### config.mk
export PLATFORM = sky130hd
export DESIGN_NAME = uart_rx_fifo
export DESIGN_NICKNAME = d
export VERILOG_FILES = /design/src/rtl/uart_rx_fifo.sv
export SDC_FILE = /design/constraint.sdc
export NUM_CORES = 1
export LEC_CHECK = 0
export CELL_PAD_IN_SITES_DETAIL_PLACEMENT = 1
export CELL_PAD_IN_SITES_GLOBAL_PLACEMENT = 2
export CORE_MARGIN = 2
export CORE_UTILIZATION = 45
export CTS_CLUSTER_SIZE = 8
export DETAILED_ROUTE_END_ITERATION = 10
export PLACE_DENSITY_LB_ADDON = 0.25
export REMOVE_ABC_BUFFERS = 1
export SETUP_SLACK_MARGIN = 0.5
export SLEW_MARGIN = 20
export SYNTH_ARGS = -nofsm -noshare
export SYNTH_HDL_FRONTEND = slang
export SYNTH_SLANG_ARGS = --single-unit
export TNS_END_PERCENT = 5
### constraint.sdc
create_clock -name i_clk -period 4.05 [get_ports i_clk]
set_input_delay 0.6075 -clock i_clk [delete_from_list [all_inputs] [get_ports i_clk]]
set_output_delay 0.6075 -clock i_clk [all_outputs]
set_load 0.01 [all_outputs]
### src/rtl/uart_rx_fifo.sv
// 16x oversampling UART receiver (8N1) feeding a first-word-fall-through FIFO.
// RTS is driven from FIFO occupancy so the sender pauses before overflow.
`timescale 1ns/1ps
module uart_rx_fifo #(
   parameter int BaudRate             = 9600,
   parameter int SystemClockFrequency = 156250000,
   parameter int FifoDepth            = 8,
   parameter int RtsThreshold         = 6
) (
   input  logic                           i_clk,
   input  logic                           i_rst_n,
   input  logic                           i_uart_rx,
   output logic                           o_uart_rts_n,
   output logic [7:0]                     o_rx_data,
   output logic                           o_rx_valid,
   input  logic                           i_rx_ready,
   output logic [$clog2(FifoDepth):0]     o_fifo_count,
   output logic                           o_is_receiving,
   output logic                           o_frame_err,
   output logic                           o_overrun_err,
   input  logic                           i_clr_err
);

   localparam int ClksPerSample = SystemClockFrequency / (BaudRate * 16);
   localparam int CW            = (ClksPerSample > 1) ? $clog2(ClksPerSample) : 1;
   localparam int AW            = $clog2(FifoDepth);
   localparam int NW            = AW + 1;

   typedef enum logic [2:0] {IDLE, START, DATA, STOP, WAIT_IDLE} state_t;

   // Synchronizer and the previous synchronized value for falling-edge detection.
   logic [1:0] sync;
   logic       rx_s;
   logic       rx_prev;

   always_ff @(posedge i_clk or negedge i_rst_n) begin
      if (!i_rst_n) begin
         sync    <= 2'b11;
         rx_prev <= 1'b1;
      end else begin
         sync    <= {sync[0], i_uart_rx};
         rx_prev <= sync[1];
      end
   end

   assign rx_s = sync[1];

   state_t     state;
   logic [CW-1:0] cnt;
   logic       tick;
   logic       start_edge;

   assign tick       = (cnt == CW'(ClksPerSample - 1));
   assign start_edge = rx_prev & ~rx_s;

   // Sample-rate divider; realigned to the start edge so ticks land mid-bit.
   always_ff @(posedge i_clk or negedge i_rst_n) begin
      if (!i_rst_n)                          cnt <= '0;
      else if (state == IDLE && start_edge)  cnt <= '0;
      else if (tick)                         cnt <= '0;
      else                                   cnt <= cnt + CW'(1);
   end

   logic [3:0] tick_idx;
   logic [3:0] hi_cnt;
   logic [2:0] bit_idx;
   logic [7:0] shreg;
   logic       s7, s8;
   logic       maj;
   logic       mid_tick;
   logic       push;
   logic       frame_set;

   assign maj      = (s7 & s8) | (s7 & rx_s) | (s8 & rx_s);
   assign mid_tick = tick && (tick_idx == 4'd9);

   always_ff @(posedge i_clk or negedge i_rst_n) begin
      if (!i_rst_n) begin
         state          <= IDLE;
         tick_idx       <= '0;
         hi_cnt         <= '0;
         bit_idx        <= '0;
         shreg          <= '0;
         s7             <= 1'b1;
         s8             <= 1'b1;
         push           <= 1'b0;
         frame_set      <= 1'b0;
         o_is_receiving <= 1'b0;
      end else begin
         push      <= 1'b0;
         frame_set <= 1'b0;
         if (tick) begin
            tick_idx <= tick_idx + 4'd1;
            if (tick_idx == 4'd7) s7 <= rx_s;
            if (tick_idx == 4'd8) s8 <= rx_s;
         end
         case (state)
            IDLE: begin
               if (start_edge) begin
                  state          <= START;
                  tick_idx       <= '0;
                  o_is_receiving <= 1'b1;
               end
            end
            START: begin
               if (mid_tick) begin
                  if (!maj) begin
                     state   <= DATA;
                     bit_idx <= '0;
                  end else begin
                     state          <= IDLE;
                     o_is_receiving <= 1'b0;
                  end
               end
            end
            DATA: begin
               if (mid_tick) begin
                  shreg   <= {maj, shreg[7:1]};
                  bit_idx <= bit_idx + 3'd1;
                  if (bit_idx == 3'd7) state <= STOP;
               end
            end
            STOP: begin
               if (mid_tick) begin
                  if (maj) begin
                     push           <= 1'b1;
                     state          <= IDLE;
                     o_is_receiving <= 1'b0;
                  end else begin
                     frame_set <= 1'b1;
                     hi_cnt    <= '0;
                     state     <= WAIT_IDLE;
                  end
               end
            end
            WAIT_IDLE: begin
               // A held break keeps us here; need 16 consecutive high samples.
               if (tick) begin
                  if (rx_s) begin
                     hi_cnt <= hi_cnt + 4'd1;
                     if (hi_cnt == 4'd15) begin
                        state          <= IDLE;
                        o_is_receiving <= 1'b0;
                     end
                  end else begin
                     hi_cnt <= '0;
                  end
               end
            end
            default: begin
               state          <= IDLE;
               o_is_receiving <= 1'b0;
            end
         endcase
      end
   end

   logic [7:0]    mem [FifoDepth];
   logic [AW-1:0] wr_ptr, rd_ptr;
   logic [NW-1:0] count_nx;
   logic          full, do_wr, do_rd, overrun_set;

   assign full        = (o_fifo_count == NW'(FifoDepth));
   assign do_rd       = o_rx_valid && i_rx_ready;
   assign do_wr       = push && (!full || do_rd);
   assign overrun_set = push && full && !do_rd;
   assign o_rx_data   = mem[rd_ptr];

   always_comb begin
      count_nx = o_fifo_count;
      if (do_wr && !do_rd)      count_nx = o_fifo_count + NW'(1);
      else if (!do_wr && do_rd) count_nx = o_fifo_count - NW'(1);
   end

   always_ff @(posedge i_clk or negedge i_rst_n) begin
      if (!i_rst_n) begin
         for (int i = 0; i < FifoDepth; i++) mem[i] <= '0;
         wr_ptr       <= '0;
         rd_ptr       <= '0;
         o_fifo_count <= '0;
         o_rx_valid   <= 1'b0;
         o_uart_rts_n <= 1'b1;
      end else begin
         if (do_wr) begin
            mem[wr_ptr] <= shreg;
            wr_ptr      <= wr_ptr + AW'(1);
         end
         if (do_rd) rd_ptr <= rd_ptr + AW'(1);
         o_fifo_count <= count_nx;
         o_rx_valid   <= (count_nx != '0);
         o_uart_rts_n <= (o_fifo_count >= NW'(RtsThreshold));
      end
   end

   // Sticky flags: a set in the same cycle as a clear takes priority.
   always_ff @(posedge i_clk or negedge i_rst_n) begin
      if (!i_rst_n) begin
         o_frame_err   <= 1'b0;
         o_overrun_err <= 1'b0;
      end else begin
         if (frame_set)      o_frame_err <= 1'b1;
         else if (i_clr_err) o_frame_err <= 1'b0;
         if (overrun_set)    o_overrun_err <= 1'b1;
         else if (i_clr_err) o_overrun_err <= 1'b0;
      end
   end

endmodule

# Word-level counts from Yosys, hierarchy flattened
# Cells that the tools add are included.
[word_totals] ff_bits=118 latchBits=0 ramBits=0 mem_bits_ro=0 input_bits=5 out_inout_bits=17 elab_cells=149 mem_count=0
[op_classes] addsub=8 mul=0 n_div=0 magnitude_cmp=4 n_eq_ne=23 n_shift=0 mux=49 n_bitwise=10 n_reduce_logical=27
[op_table] cell="$bwmux 64" n=1
[op_table] cell="$mux 3" n=12
[op_table] cell="$mux 4" n=9
[op_table] cell="$bmux 8 s3" n=1
[op_table] cell="$demux 8 s3" n=1
[op_table] cell="$mux 8" n=3
[op_table] cell="$mux 10" n=2
[op_table] cell="$ne 2x2->1 const B" n=10
[op_table] cell="$eq 4x4->1 const B" n=4
[op_table] cell="$mux 1" n=15
[op_table] cell="$pmux 3 s5" n=1
[op_table] cell="$add 4x1->4 const B" n=3
[op_table] cell="$add 10x1->10 const B" n=1
[op_table] cell="$eq 10x10->1 const B" n=1
[op_table] cell="$add 3x1->3 const B" n=3
[op_table] cell="$logic_and 1x1->1" n=9
[op_table] cell="$ge 4x4->1 const B" n=2
[op_table] cell="$not 3->4" n=2
[op_table] cell="$pmux 4 s2" n=1
[op_table] cell="$reduce_and 4->1" n=2
[op_table] cell="$reduce_and 8->1" n=1
[op_table] cell="$reduce_bool 2->1" n=4
[op_table] cell="$reduce_and 7->1" n=1
[op_table] cell="$eq 3x2->1 const B" n=2
[op_table] cell="other kinds (19)" n=30

# Longest topological paths before layout
# Gate-level depths: netlist of the first run.
[depth] word_depth=9 ltp_mapped=7 mapped_depth_nobuf=6

# Least setup slack after synthesis of the first run
# OpenSTA, ideal clock, no wires.
[synth_path] kind="reg-to-output" from="register rd_ptr[0]" to="output o_rx_data[0]" t_arrival_ns=1.694 required_time_ns=3.442 slack_ns=1.749 path_stages_with_launch=5 path_cell_list="dfrtp_1 > buf_2 > buf_2 > mux4_2 > mux2_2"
[synth_between] elab_chain_len=4
[synth_rtl] item="start: declaration" line_no="159" source="logic [AW-1:0] wr_ptr, rd_ptr;"
[synth_rtl] item="start signal: assignment" line_no="188" source="if (do_rd) rd_ptr <= rd_ptr + AW'(1);"
[synth_rtl] item="$not 3->4 (implied by the code)" line_no="167" source="assign o_rx_data = mem[rd_ptr];"
[synth_rtl] item="$bmux 8 s3" line_no="167"
[synth_rtl] item="$mux 8 (implied by the code) (2 in a row)" line_no="167"
[synth_rtl] item="end: declaration" line_no="14" source="output logic [7:0] o_rx_data,"
# Every way passes these cells. The select of a mux whose other input is x is not followed.

# Worst setup path after layout of the first run
[layout_path] from="register rd_ptr[0]" to="output o_rx_data[1]"
# The elaborated chain is that of the path after synthesis.

==> results.env, run 1 <==
HOLD_PATH.CLASS='in -> async'
POWER.SWITCHING_W=0.000647
POWER.COMBINATIONAL.FRACTION_PCT=4.8
GRT_TOTAL_OVFL=0
TIMING.FINAL.HOLD_VIOLATIONS=0
FIN_WORST_HOLD_SLACK_PS=346
CTS_REPAIR_RESIZE_COUNT=0
ENDPOINT_REQUIRED_TIME_ON_THE_CRITICAL_PATH_PS=3440
GRT_SETUP_UNREPAIRED='false'
CTS-HOLD-FIX-BUFFERS=0
PWR-SHARE-CLK_PCT=52.7
GRT_USE_TOTAL_PCT=19.9
POSTSYNTH.TOPFLOPCELL='sky130_fd_sc_hd__dfrtp_1'
PATH_CELLS='buf_12, mux4_2, mux2_2, clkdlybuf4s50_1'
CLK-INSERTION-DELAY-LATE_PS=410
SYNTHESIS.AREA_PER_INSTANCE_UM2=13.6
DETAILEDPLACEMENTHPWL_UM=7780
TIMING.CRITICAL_PATH.FROM_TYPE='register'
WORST_SLEW_PIN_SLEW_PS=927
DETAIL_ROUTE.VIAS_PER_CELL=5.46
TIMING.CLOCK.SKEW_PS=7.53
STATUS='complete, no violations'
INITIAL_CORE_UTIL_PCT=45.5
PLACE.GP.CONGESTION=0.748
FINALINSTANCEAREA_MM2=0.00667
TRITONCTS.NUM_BUFFERS=17
SEQ_POWER_SHARE_PCT=42.6
DIEHEIGHT_UM=116
TIMING.CRITICAL_PATH.MAX_DELAY_FAMILY='multiplexers'
POSTSYNTHCELLCOUNT=418
CRITICAL_PATH.MAX_STAGE_DELAY_PS=750
SLEW-LIMIT-HEADROOM_PCT=38.2
ARRIVAL_TIME_OF_THE_WORST_SETUP_PATH_PS=2670
CRITICAL_PATH.N_BUFFERS_INVERTERS=2
YOSYS_WARNINGS=0
SLEW_VIOL_FINAL=0
DRT_PRE_ANTENNA_ITERS=4
GLOBAL_ROUTE.USAGE.MET2_PCT=33.5
LAYOUT_WORST_PATH_CYCLE_SHARE_PCT=81.0
FF2FF_PATH_DEPTH=6
BUFFER_PORTS.INSERTED=21
CLOCK_TREE.ROOT_CELL='sky130_fd_sc_hd__clkbuf_16'
IR_WORST_VDD_mV=0.364
ENDPOINT_KIND='primary output'
AVGROUTEDWIREPERCELL_UM=19.1
GRT_ANTENNA_BEFORE_REPAIR=0
CRITPATHSLOWESTCELL='sky130_fd_sc_hd__dfrtp_1'
TIMING.CRITICAL_PATH.DEPTH=4
CLK_PIN_SLEW_WORST_PATHS_PS=50
CLOCK_TREE_FROM_TRITONCTS='yes'
SETUP_TNS_PS=0
SWSHARE_PCT=21.6
SYNTHESIS.AREA_MM2=0.00567
CELL_INTERNAL_PWR_W=0.00235
SYNTHARSTFLOPSHARE_PCT=100
DETAIL-ROUTE-ANTENNA-NETS=0
SYNTH.AREA.TOP_CELLS='sky130_fd_sc_hd__dfrtp_1 49%, sky130_fd_sc_hd__mux2_2 16%, sky130_fd_sc_hd__mux4_2 6.4%, sky130_fd_sc_hd__ha_1 3.1%, sky130_fd_sc_hd__dfstp_2 2.8%'
DRIVE_GT1_SHARE_PCT=34.3
SYNTHMOSTINSTANTIATEDCELL='sky130_fd_sc_hd__dfrtp_1'
CTS_MAX_LEVEL=4
CELLLEAKAGEPOWER_nW=3.12
DIE_WIDTH_UM=116
CRITICAL_PATH.MAX_FANOUT=10
IOPINCOUNT=22
SYNTH.TOP_CELLS.BY_COUNT='112 x sky130_fd_sc_hd__dfrtp_1, 82 x sky130_fd_sc_hd__mux2_2, 18 x sky130_fd_sc_hd__nor2_1'
CLOCK.FMAX_MHz=305
GR-MAX-USAGE-LAYER='met2'
DESIGN.CORE.AREA_MM2=0.0125
CRIT_TYPE='reg -> out'
ROWS=41
PLACED_INSTANCE_AREA_MM2=0.00605
NUMBER_OF_SYNTHESIZED_FLOPS_WITH_AN_ENABLE_PIN=0
YS_SEQ_AREA_SHARE_PCT=52.2
FINAL-SETUP-VIOL-COUNT=0
GRT_PASS1_WL_UM=19900
NUM_ANTENNA_CELLS=0
DIE_AREA_MM2=0.0135
DETAILEDROUTE.FIRSTITERATIONVIOLATIONS=96
MAXCAPVIOLATIONS=0
YS_FF_LATCH=118
SYNTH_CELL_TYPES=63
CLOCK_TREE.BUFFER_DEPTH=2
LAYOUT_MIN_CYCLE_TIME_PS=3280
WL_UM=11900
SYNTH_TOP_AREA_SHARE_PCT=49.4
YOSYSTOPAREACELL='sky130_fd_sc_hd__dfrtp_1'
GR-USAGE-MET1_PCT=24.8
GRT_MAX_DEGREE=72
BUFFERS_INSERTED_DURING_POST_CTS_SETUP_OPTIMIZATION=0
GRT_PASS1_VIAS=3686
POWER_DENSITY_mW_PER_MM2=450
REMAINING_DRC_ERRORS=0
TOTAL_VIA_COUNT_IN_THE_ROUTED_DESIGN=3410
GR-USAGE-MET3_PCT=5.03
CLOCK_SINK_COUNT=118
AREAGROWTHSYNTHTOFINISH_PCT=17.7
NUM-NETS-FINAL=458
power groups by stage:
stage                     Combinational, W  Clock (W)  Sequential (W)
final                             0.000143    0.00158         0.00128
after global routing              0.000167    0.00167         0.00129
after CTS                         0.000148    0.00162         0.00128
after detailed placement          0.000146          0         0.00130
after global placement            0.000141          0         0.00129
after floorplan                  0.0000903          0         0.00128
state kept, by name (all words and copies together) (netlist names), 4 cells and up:
register	count
shreg	8
o_fifo_count	4
tick_idx	4
mem	64
cnt	10
hi_cnt	4
worst reg2reg max path, delay by kind of cell, from the launching register on:
family | cells | cell delay (ps)
buffers and inverters | 1 | 120
flip-flops | 1 | 530
multiplexers | 1 | 420
AO/OA/AOI/OAI | 1 | 200
AND/OR/NAND/NOR | 2 | 940
adder cells (fa/ha/maj) | 1 | 190
metal layers:
metal | vias to the layer above | share of wire [%]
met1 | 1801 | 44
met3 | 12 | 1.8
met4 | 0 | 1.3
met5 | - | 0
li1 | 1573 | -
met2 | 24 | 53
per-stage QoR:
step                      std cells  utilization (%)  total power (W)  setup slack (ps)
final                           624             53.5          0.00300               770
after global routing            624             53.5          0.00312               603
after CTS                       624             53.5          0.00305               682
after detailed placement        592             48.5          0.00144              1100
after global placement          592             48.5          0.00144              1210
after floorplan                 397                -          0.00137              1680
final timing paths:
check / to / slack (ps) / start
max in group asynchronous: o_uart_rts_n$_DFF_PN1_ / 2930 / i_rst_n
hold reg to reg: sync[1]$_DFF_PN1_ / 350 / sync[0]$_DFF_PN1_
hold / removal: o_overrun_err$_DFFE_PN0P_ / 350 / i_rst_n
setup / recovery: o_rx_data[1] / 770 / rd_ptr[0]$_DFFE_PN0N_
min in group i_clk: sync[1]$_DFF_PN1_ / 350 / sync[0]$_DFF_PN1_
setup reg to reg: mem[30]$_DFFE_PN0P_ / 1540 / o_fifo_count[1]$_DFF_PN0_
kinds of logic (layout without fill, tap and decap cells):
logic type / count (synthesis) / in the layout / synth area share (%)
fa+ha+maj: 15 / 15 / 3.27
mux: 100 / 100 / 23.0
compound gates: 40 / 40 / 5.23
simple gates: 90 / 90 / 10.9
flops: 118 / 118 / 52.2
xor+xnor: 19 / 19 / 2.93
buf+inv: 36 / 70 / 2.49
cell type report:
| cell class | instances | area (um2) |
|---|---|---|
| Timing Repair Buffer | 23 | 248 |
| Multi-Input combinational cell | 264 | 2570 |
| Tap cell | 172 | 215 |
| Clock buffer | 22 | 474 |
| Inverter | 15 | 56.3 |
| Fill cell | 1238 | 5790 |
| Sequential cell | 118 | 2960 |
| Clock inverter | 10 | 150 |
cell usage in the layout, fill, tap and decap left out, types with 8 or more instances in the layout:
| cell | n |
|---|---|
| sky130_fd_sc_hd__nand2_1 | 12 |
| sky130_fd_sc_hd__clkbuf_16 | 17 |
| sky130_fd_sc_hd__clkdlybuf4s50_1 | 20 |
| sky130_fd_sc_hd__ha_1 | 14 |
| sky130_fd_sc_hd__inv_1 | 15 |
| sky130_fd_sc_hd__dfrtp_1 | 112 |
| sky130_fd_sc_hd__nor2_1 | 18 |
| sky130_fd_sc_hd__mux2_2 | 82 |
| sky130_fd_sc_hd__xor2_1 | 8 |
| sky130_fd_sc_hd__mux4_2 | 16 |
| sky130_fd_sc_hd__xnor2_1 | 11 |
Note: power is estimated with default switching activity, not from simulation.
==> run 2, diff against run 1 <==
--- a/config.mk
+++ b/config.mk
@@ -8,7 +8,7 @@
 export CELL_PAD_IN_SITES_DETAIL_PLACEMENT = 1
 export CELL_PAD_IN_SITES_GLOBAL_PLACEMENT = 2
 export CORE_MARGIN = 2
-export CORE_UTILIZATION = 45
+export CORE_UTILIZATION = 39
 export CTS_CLUSTER_SIZE = 8
 export DETAILED_ROUTE_END_ITERATION = 10
 export PLACE_DENSITY_LB_ADDON = 0.25
==> constraint.sdc (replaced) <==
create_clock -name i_clk -period 2.8 [get_ports i_clk]
set_input_delay 0.42 -clock i_clk [delete_from_list [all_inputs] [get_ports i_clk]]
set_output_delay 0.42 -clock i_clk [all_outputs]
set_load 0.01 [all_outputs]
==> results.env, run 2 (synthesized netlist as in run 1, its figures left out) <==
IOPINCOUNT=22  # unchanged
CLK-INSERTION-DELAY-LATE_PS=420  # about the same
CLOCK_TREE_FROM_TRITONCTS='yes'
POST_LAYOUT_NONFILLER_INSTANCES=656  # +5.1%
BUFFER_PORTS.INSERTED=21  # unchanged
MAX_FLOP_REGISTER='mem'
INITIAL_CORE_UTIL_PCT=39.5  # -6.0 points
FINAL_CELL_MIX='111 x sky130_fd_sc_hd__dfrtp_1, 79 x sky130_fd_sc_hd__mux2_2, 18 x sky130_fd_sc_hd__nor2_1, 17 x sky130_fd_sc_hd__clkbuf_16'
SLEW_VIOL_FINAL=0  # unchanged
CLOCK.FMAX_MHz=405
POWER.SWITCHING_W=0.000992  # +53%
WORST_SLEW_PIN_SLEW_PS=738  # -189 ps
ENDPOINT_KIND='primary output'
ROWS=44  # +7.3%
CLK_PIN_SLEW_WORST_PATHS_PS=50  # about the same
CELL_INTERNAL_PWR_W=0.00319  # +36%
NUM_ANTENNA_CELLS=0  # unchanged
FILLERINSTANCES=1463  # +18%
AVGROUTEDWIREPERCELL_UM=19.4  # +1.5%
GRT_PASS1_WL_UM=21500  # +8.1%
DETAIL_ROUTE.VIAS_PER_CELL=5.34  # -2.3%
DESIGN.CORE.AREA_MM2=0.0144  # +15%
CLOCK_SINK_COUNT=118  # unchanged
GRT_SETUP_UNREPAIRED='true'
LARGEST_REGISTER_FFS=64  # unchanged
DRIVE_GT1_SHARE_PCT=39.2  # +4.9 points
POWER.COMBINATIONAL.FRACTION_PCT=5.0  # +0.2 points
BIGGESTREGSBYFLOPS='mem (64), cnt (10), shreg (8)'
DIE_AREA_MM2=0.0155  # +15%
DETAILEDROUTE.FIRSTITERATIONVIOLATIONS=143  # +49%
STATUS='complete, no violations'
CLOCK_TREE.BUFFER_DEPTH=2  # unchanged
SLEW-LIMIT-HEADROOM_PCT=50.4  # +12 points
ENDPOINT_REQUIRED_TIME_ON_THE_CRITICAL_PATH_PS=2380  # -1060 ps
FINAL_UTIL_PCT=47.8  # -5.7 points
WL_UM=12700  # +6.7%
TIMING.FINAL.HOLD_VIOLATIONS=0  # unchanged
DETAILEDPLACEMENTHPWL_UM=8280  # +6.5%
SWSHARE_PCT=23.7  # +2.2 points
MAXCAPVIOLATIONS=0  # unchanged
CELLLEAKAGEPOWER_nW=3.22  # +3.3%
CTS_MAX_LEVEL=4  # unchanged
GRT_PASS1_VIAS=3949  # +7.1%
FINAL-SETUP-VIOL-COUNT=0  # unchanged
LAYOUT_MIN_CYCLE_TIME_PS=2470
IR_WORST_VDD_mV=0.436  # +20%
REMAINING_DRC_ERRORS=0  # unchanged
CRITICAL_PATH.MAX_FANOUT=8  # -2
DIE_WIDTH_UM=125  # +7.2%
CRIT_TYPE='reg -> out'
PLACE_INST=617  # +4.2%
DETAIL-ROUTE-ANTENNA-NETS=0  # unchanged
ARRIVAL_TIME_OF_THE_WORST_SETUP_PATH_PS=2050  # -620 ps
SEQ_POWER_SHARE_PCT=44.1  # +1.5 points
RRSETUPSLACK_PS=540  # -1000 ps
GRT_ANTENNA_BEFORE_REPAIR=0  # unchanged
LAYOUT_WORST_PATH_CYCLE_SHARE_PCT=88.1
HOLD_PATH.CLASS='in -> async'
DRT_PRE_ANTENNA_ITERS=4  # unchanged
WORST_R2R_STARTPOINT='o_fifo_count[0]$_DFF_PN0_'
TIMING.CRITICAL_PATH.FROM_TYPE='register'
AREAGROWTHSYNTHTOFINISH_PCT=21.2
FINAL_COMMON_CELL='sky130_fd_sc_hd__dfrtp_1'
TOTAL_VIA_COUNT_IN_THE_ROUTED_DESIGN=3504  # +2.8%
PLACE.GP.CONGESTION=0.748  # about the same
GRT_MAX_DEGREE=53  # -26%
GRT_TOTAL_OVFL=0  # unchanged
POWER_DENSITY_mW_PER_MM2=609  # +35%
GRT_USE_TOTAL_PCT=18.1  # -1.8 points
TIMING.RR.END='mem[47]$_DFFE_PN0P_'
CLOCK_TREE.ROOT_CELL='sky130_fd_sc_hd__clkbuf_16'
TRITONCTS.NUM_BUFFERS=17  # unchanged
NUM-NETS-FINAL=478  # +4.4%
FF2FF_PATH_DEPTH=7  # +1
TIMING.CLOCK.SKEW_PS=6.48  # -1.05 ps
PWR-SHARE-CLK_PCT=50.9  # -1.8 points
SETUP_TNS_PS=0  # unchanged
DIEHEIGHT_UM=125  # +7.2%
[run 2: cell count changes in the layout (fill, tap and decap cells not counted), sizes merged]
cell           before  now
buf                 3   30
clkdlybuf4s50      20   12
clkinvlp            0    4
bufinv              4    1
clkdlybuf4s15       0    1
clkinv              6    5
[run 2: final cells by class]
cell class              instances  area, um2  share of cell area [%]
repair buffers                 43        454                    6.61
multi-input cells             264       2580                    37.5
inverters                      15       56.3                   0.819
flip-flops and latches        118       2960                    43.1
clock inverters                10       96.3                    1.40
well taps                     184        230                    3.35
clock buffers                  22        494                    7.19
[run 2: worst max-delay path, stage by stage (launching register included)]
cell	delay, ps
sky130_fd_sc_hd__dfrtp_2	450
sky130_fd_sc_hd__buf_6	140
sky130_fd_sc_hd__buf_16	130
sky130_fd_sc_hd__mux4_2	510
sky130_fd_sc_hd__mux2_4	290
sky130_fd_sc_hd__buf_6	120
[run 2: worst max path at each step]
stage                          start                  to  slack (ps)
2_1_floorplan  rd_ptr[0]$_DFFE_PN0N_        o_rx_data[0]         620
3_3_place_gp              i_rx_ready  mem[4]$_DFFE_PN0P_         330
3_5_place_dp              i_rx_ready  mem[6]$_DFFE_PN0P_         290
4_1_cts        rd_ptr[0]$_DFFE_PN0N_        o_rx_data[0]         310
5_1_grt        rd_ptr[0]$_DFFE_PN0N_        o_rx_data[2]         260
6_report       rd_ptr[0]$_DFFE_PN0N_        o_rx_data[2]         330
[run 2: stage by stage]
stage	instance area (um2)	hold slack (ps)	setup WS (ps)	power [W]
6_report	6870	44.4	332	0.00418
5_1_grt	6870	79.7	257	0.00436
4_1_cts	6860	68.1	308	0.00424
3_5_place_dp	6160	349	290	0.00209
3_3_place_gp	6160	348	333	0.00208
2_1_floorplan	5590	124	617	0.00199
[run 2: metal layers]
metal  track usage, %  share of wire (%)  vias up
met4             6.61                1.7        0
li1                 -                  -     1618
met2             29.6                 49       34
met5                0                  0        -
met3             5.33                3.0       16
met1             22.8                 46     1836
[run 2: repair_timing]
action	4_1_cts	5_1_grt
gates resized for setup	40	3
setup endpoints to repair	8	71
hold buffers	0	0
cloned	2	0
setup buffers	5	0
pin swaps	0	0
[run 2: power by group through the flow]
| stage | registers, W | logic (W) | clock network, W |
|---|---|---|---|
| final | 0.00184 | 0.000211 | 0.00213 |
| after detailed placement | 0.00188 | 0.000217 | 0 |
| after global routing | 0.00186 | 0.000245 | 0.00226 |
| after floorplan | 0.00185 | 0.000131 | 0 |
| after global placement | 0.00187 | 0.000207 | 0 |
| after CTS | 0.00185 | 0.000219 | 0.00217 |
==> run 3, diff against run 2 <==
--- a/config.mk
+++ b/config.mk
@@ -7,6 +7,7 @@
 export LEC_CHECK = 0
 export CELL_PAD_IN_SITES_DETAIL_PLACEMENT = 1
 export CELL_PAD_IN_SITES_GLOBAL_PLACEMENT = 2
+export CORE_ASPECT_RATIO = 1.2
 export CORE_MARGIN = 2
 export CORE_UTILIZATION = 39
 export CTS_CLUSTER_SIZE = 8
==> results.env, run 3 (synthesized netlist as in run 1, its figures left out) <==
CLOCK_TREE.ROOT_CELL='sky130_fd_sc_hd__clkbuf_16'
ENDPOINT_REQUIRED_TIME_ON_THE_CRITICAL_PATH_PS=2380  # about the same
MULTI_INPUT_GATE_AREA_IN_THE_FINAL_LAYOUT_MM2=0.00259  # +0.44%
CRITICAL_PATH.STARTPOINT='rd_ptr[0]$_DFFE_PN0N_'
LAYOUT_MIN_CYCLE_TIME_PS=2450  # -21.5 ps
CLOCK_TREE.BUFFER_DEPTH=2  # unchanged
SLEW_VIOL_FINAL=0  # unchanged
CELLLEAKAGEPOWER_nW=3.22  # about the same
FINAL_UTIL_PCT=47.8  # about the same
TIMING.FINAL.HOLD_VIOLATIONS=0  # unchanged
GRT_TOTAL_OVFL=0  # unchanged
TOTALPOWERFINAL_W=0.00419  # +0.13%
SETUP_TNS_PS=0  # unchanged
RRSETUPSLACK_PS=470  # -70 ps
DRIVE_GT1_SHARE_PCT=39.0  # -0.18 points
DIEHEIGHT_UM=136  # +9.2%
TOTAL_VIA_COUNT_IN_THE_ROUTED_DESIGN=3488  # -0.46%
CTS-HOLD-FIX-BUFFERS=0  # unchanged
PLACE.GP.CONGESTION=0.728  # -2.7%
FILLERINSTANCES=1439  # -1.6%
AREAGROWTHSYNTHTOFINISH_PCT=20.5
GRT_PASS1_WL_UM=20900  # -3.2%
TIMING.RR.END='mem[46]$_DFFE_PN0P_'
ENDPOINT_KIND='primary output'
FINAL-SETUP-VIOL-COUNT=0  # unchanged
BIGGESTREGSBYFLOPS='mem (64), cnt (10), shreg (8)'
GRT_ANTENNA_BEFORE_REPAIR=0  # unchanged
WORST_R2R_STARTPOINT='o_fifo_count[0]$_DFF_PN0_'
MAX_FLOP_REGISTER='mem'
DETAILEDPLACEMENTHPWL_UM=7970  # -3.8%
FINAL_COMMON_CELL='sky130_fd_sc_hd__dfrtp_1'
IOPINCOUNT=22  # unchanged
DRT_PRE_ANTENNA_ITERS=4  # unchanged
ARRIVAL_TIME_OF_THE_WORST_SETUP_PATH_PS=2030  # -20 ps
NUM_ANTENNA_CELLS=0  # unchanged
LAYOUT.AREA.SEQ_MM2=0.00296  # about the same
CLOCK_SINK_COUNT=118  # unchanged
LAYOUT_WORST_PATH_CYCLE_SHARE_PCT=87.4  # -0.77 points
TIMING.CLOCK.SKEW_PS=7.04  # +0.561 ps
GRT_SETUP_UNREPAIRED='true'
WL_UM=12700  # -0.28%
CLK-INSERTION-DELAY-LATE_PS=420  # about the same
GRT_PASS1_VIAS=3834  # -2.9%
INITIAL_CORE_UTIL_PCT=39.7  # +0.21 points
MAXCAPVIOLATIONS=0  # unchanged
POWER_DENSITY_mW_PER_MM2=613  # +0.73%
FIN_WORST_HOLD_SLACK_PS=13.8  # -30.6 ps
DIE_AREA_MM2=0.0155  # about the same
PRECTSSETUPSLACK_PS=171  # -118 ps
HOLD_PATH.CLASS='in -> async'
GRT_USE_TOTAL_PCT=18.0  # -0.098 points
FINAL_CELL_MIX='110 x sky130_fd_sc_hd__dfrtp_1, 81 x sky130_fd_sc_hd__mux2_2, 18 x sky130_fd_sc_hd__nor2_1, 17 x sky130_fd_sc_hd__clkbuf_16, 16 x sky130_fd_sc_hd__mux4_2'
AVGROUTEDWIREPERCELL_UM=19.7  # +1.6%
IR_WORST_VDD_mV=0.341  # -22%
WORST_SLEW_PIN_SLEW_PS=717  # -20.9 ps
DIE_WIDTH_UM=114  # -8.4%
TRITONCTS.NUM_BUFFERS=17  # unchanged
FF2FF_PATH_DEPTH=7  # unchanged
CTS_MAX_LEVEL=4  # unchanged
CLOCK_TREE_FROM_TRITONCTS='yes'
REMAINING_DRC_ERRORS=0  # unchanged
CRIT_TYPE='reg -> out'
GRT_MAX_DEGREE=48  # -9.4%
STATUS='complete, no violations'
DESIGN.CORE.AREA_MM2=0.0143  # -0.52%
DETAILEDROUTE.FIRSTITERATIONVIOLATIONS=115  # -20%
TIMING.CRITICAL_PATH.FROM_TYPE='register'
SLEW-LIMIT-HEADROOM_PCT=51.8  # +1.4 points
LARGEST_REGISTER_FFS=64  # unchanged
CRITICAL_PATH.MAX_FANOUT=8  # unchanged
NUM-NETS-FINAL=475  # -0.63%
DETAIL-ROUTE-ANTENNA-NETS=0  # unchanged
DETAIL_ROUTE.VIAS_PER_CELL=5.42  # +1.4%
CLK_PIN_SLEW_WORST_PATHS_PS=50  # about the same
BUFFER_PORTS.INSERTED=21  # unchanged
ROWS=48  # +9.1%
WORST_SLACK_PS=354  # +21.5 ps
CLOCK.FMAX_MHz=409  # +0.88%
run 3: where the power goes:
part           switching [W]  internal (W)  leakage, nW  total (W)
combinational       0.000120     0.0000932         1.35   0.000213
clock               0.000805       0.00133        0.268    0.00213
sequential         0.0000819       0.00176         1.60    0.00185
run 3: cell type report:
| type | instances | share of cell area [%] |
|---|---|---|
| flip-flops and latches | 118 | 43.4 |
| multi-input cells | 264 | 37.9 |
| clock buffers | 20 | 6.54 |
| repair buffers | 40 | 6.23 |
| well taps | 175 | 3.21 |
| clock inverters | 12 | 1.90 |
| inverters | 15 | 0.824 |
run 3: per-layer routing:
layer | routed length [um] | global-route usage (%)
met5 | 0 | 0
met3 | 267 | 4.73
met4 | 175 | 6.10
met2 | 6640 | 31.1
met1 | 5580 | 21.7
run 3: worst max path at each step:
stage,to,cells after the start
finish,o_rx_data[3],5
floorplan,o_rx_data[0],2
global placement,mem[22]$_DFFE_PN0P_,5
CTS,mem[23]$_DFFE_PN0P_,6
detailed placement,mem[16]$_DFFE_PN0P_,5
global route,o_rx_data[3],5
run 3: repair_timing:
action,CTS,global route
resized for setup,35,7
setup endpoints to repair,42,76
pin swaps,0,0
gates cloned,2,0
buffers inserted,4,0
run 3: worst max-delay path, cell delays in order, from the launching register on:
cell	delay (ps)
sky130_fd_sc_hd__dfrtp_2	440
sky130_fd_sc_hd__buf_12	130
sky130_fd_sc_hd__buf_16	130
sky130_fd_sc_hd__mux4_2	500
sky130_fd_sc_hd__mux2_2	280
sky130_fd_sc_hd__buf_6	120
run 3: stage by stage:
stage	instance area (um2)	std cells
after detailed placement	6150	606
after global placement	6150	606
final	6830	644
after floorplan	5590	397
after global routing	6830	644
after CTS	6810	644
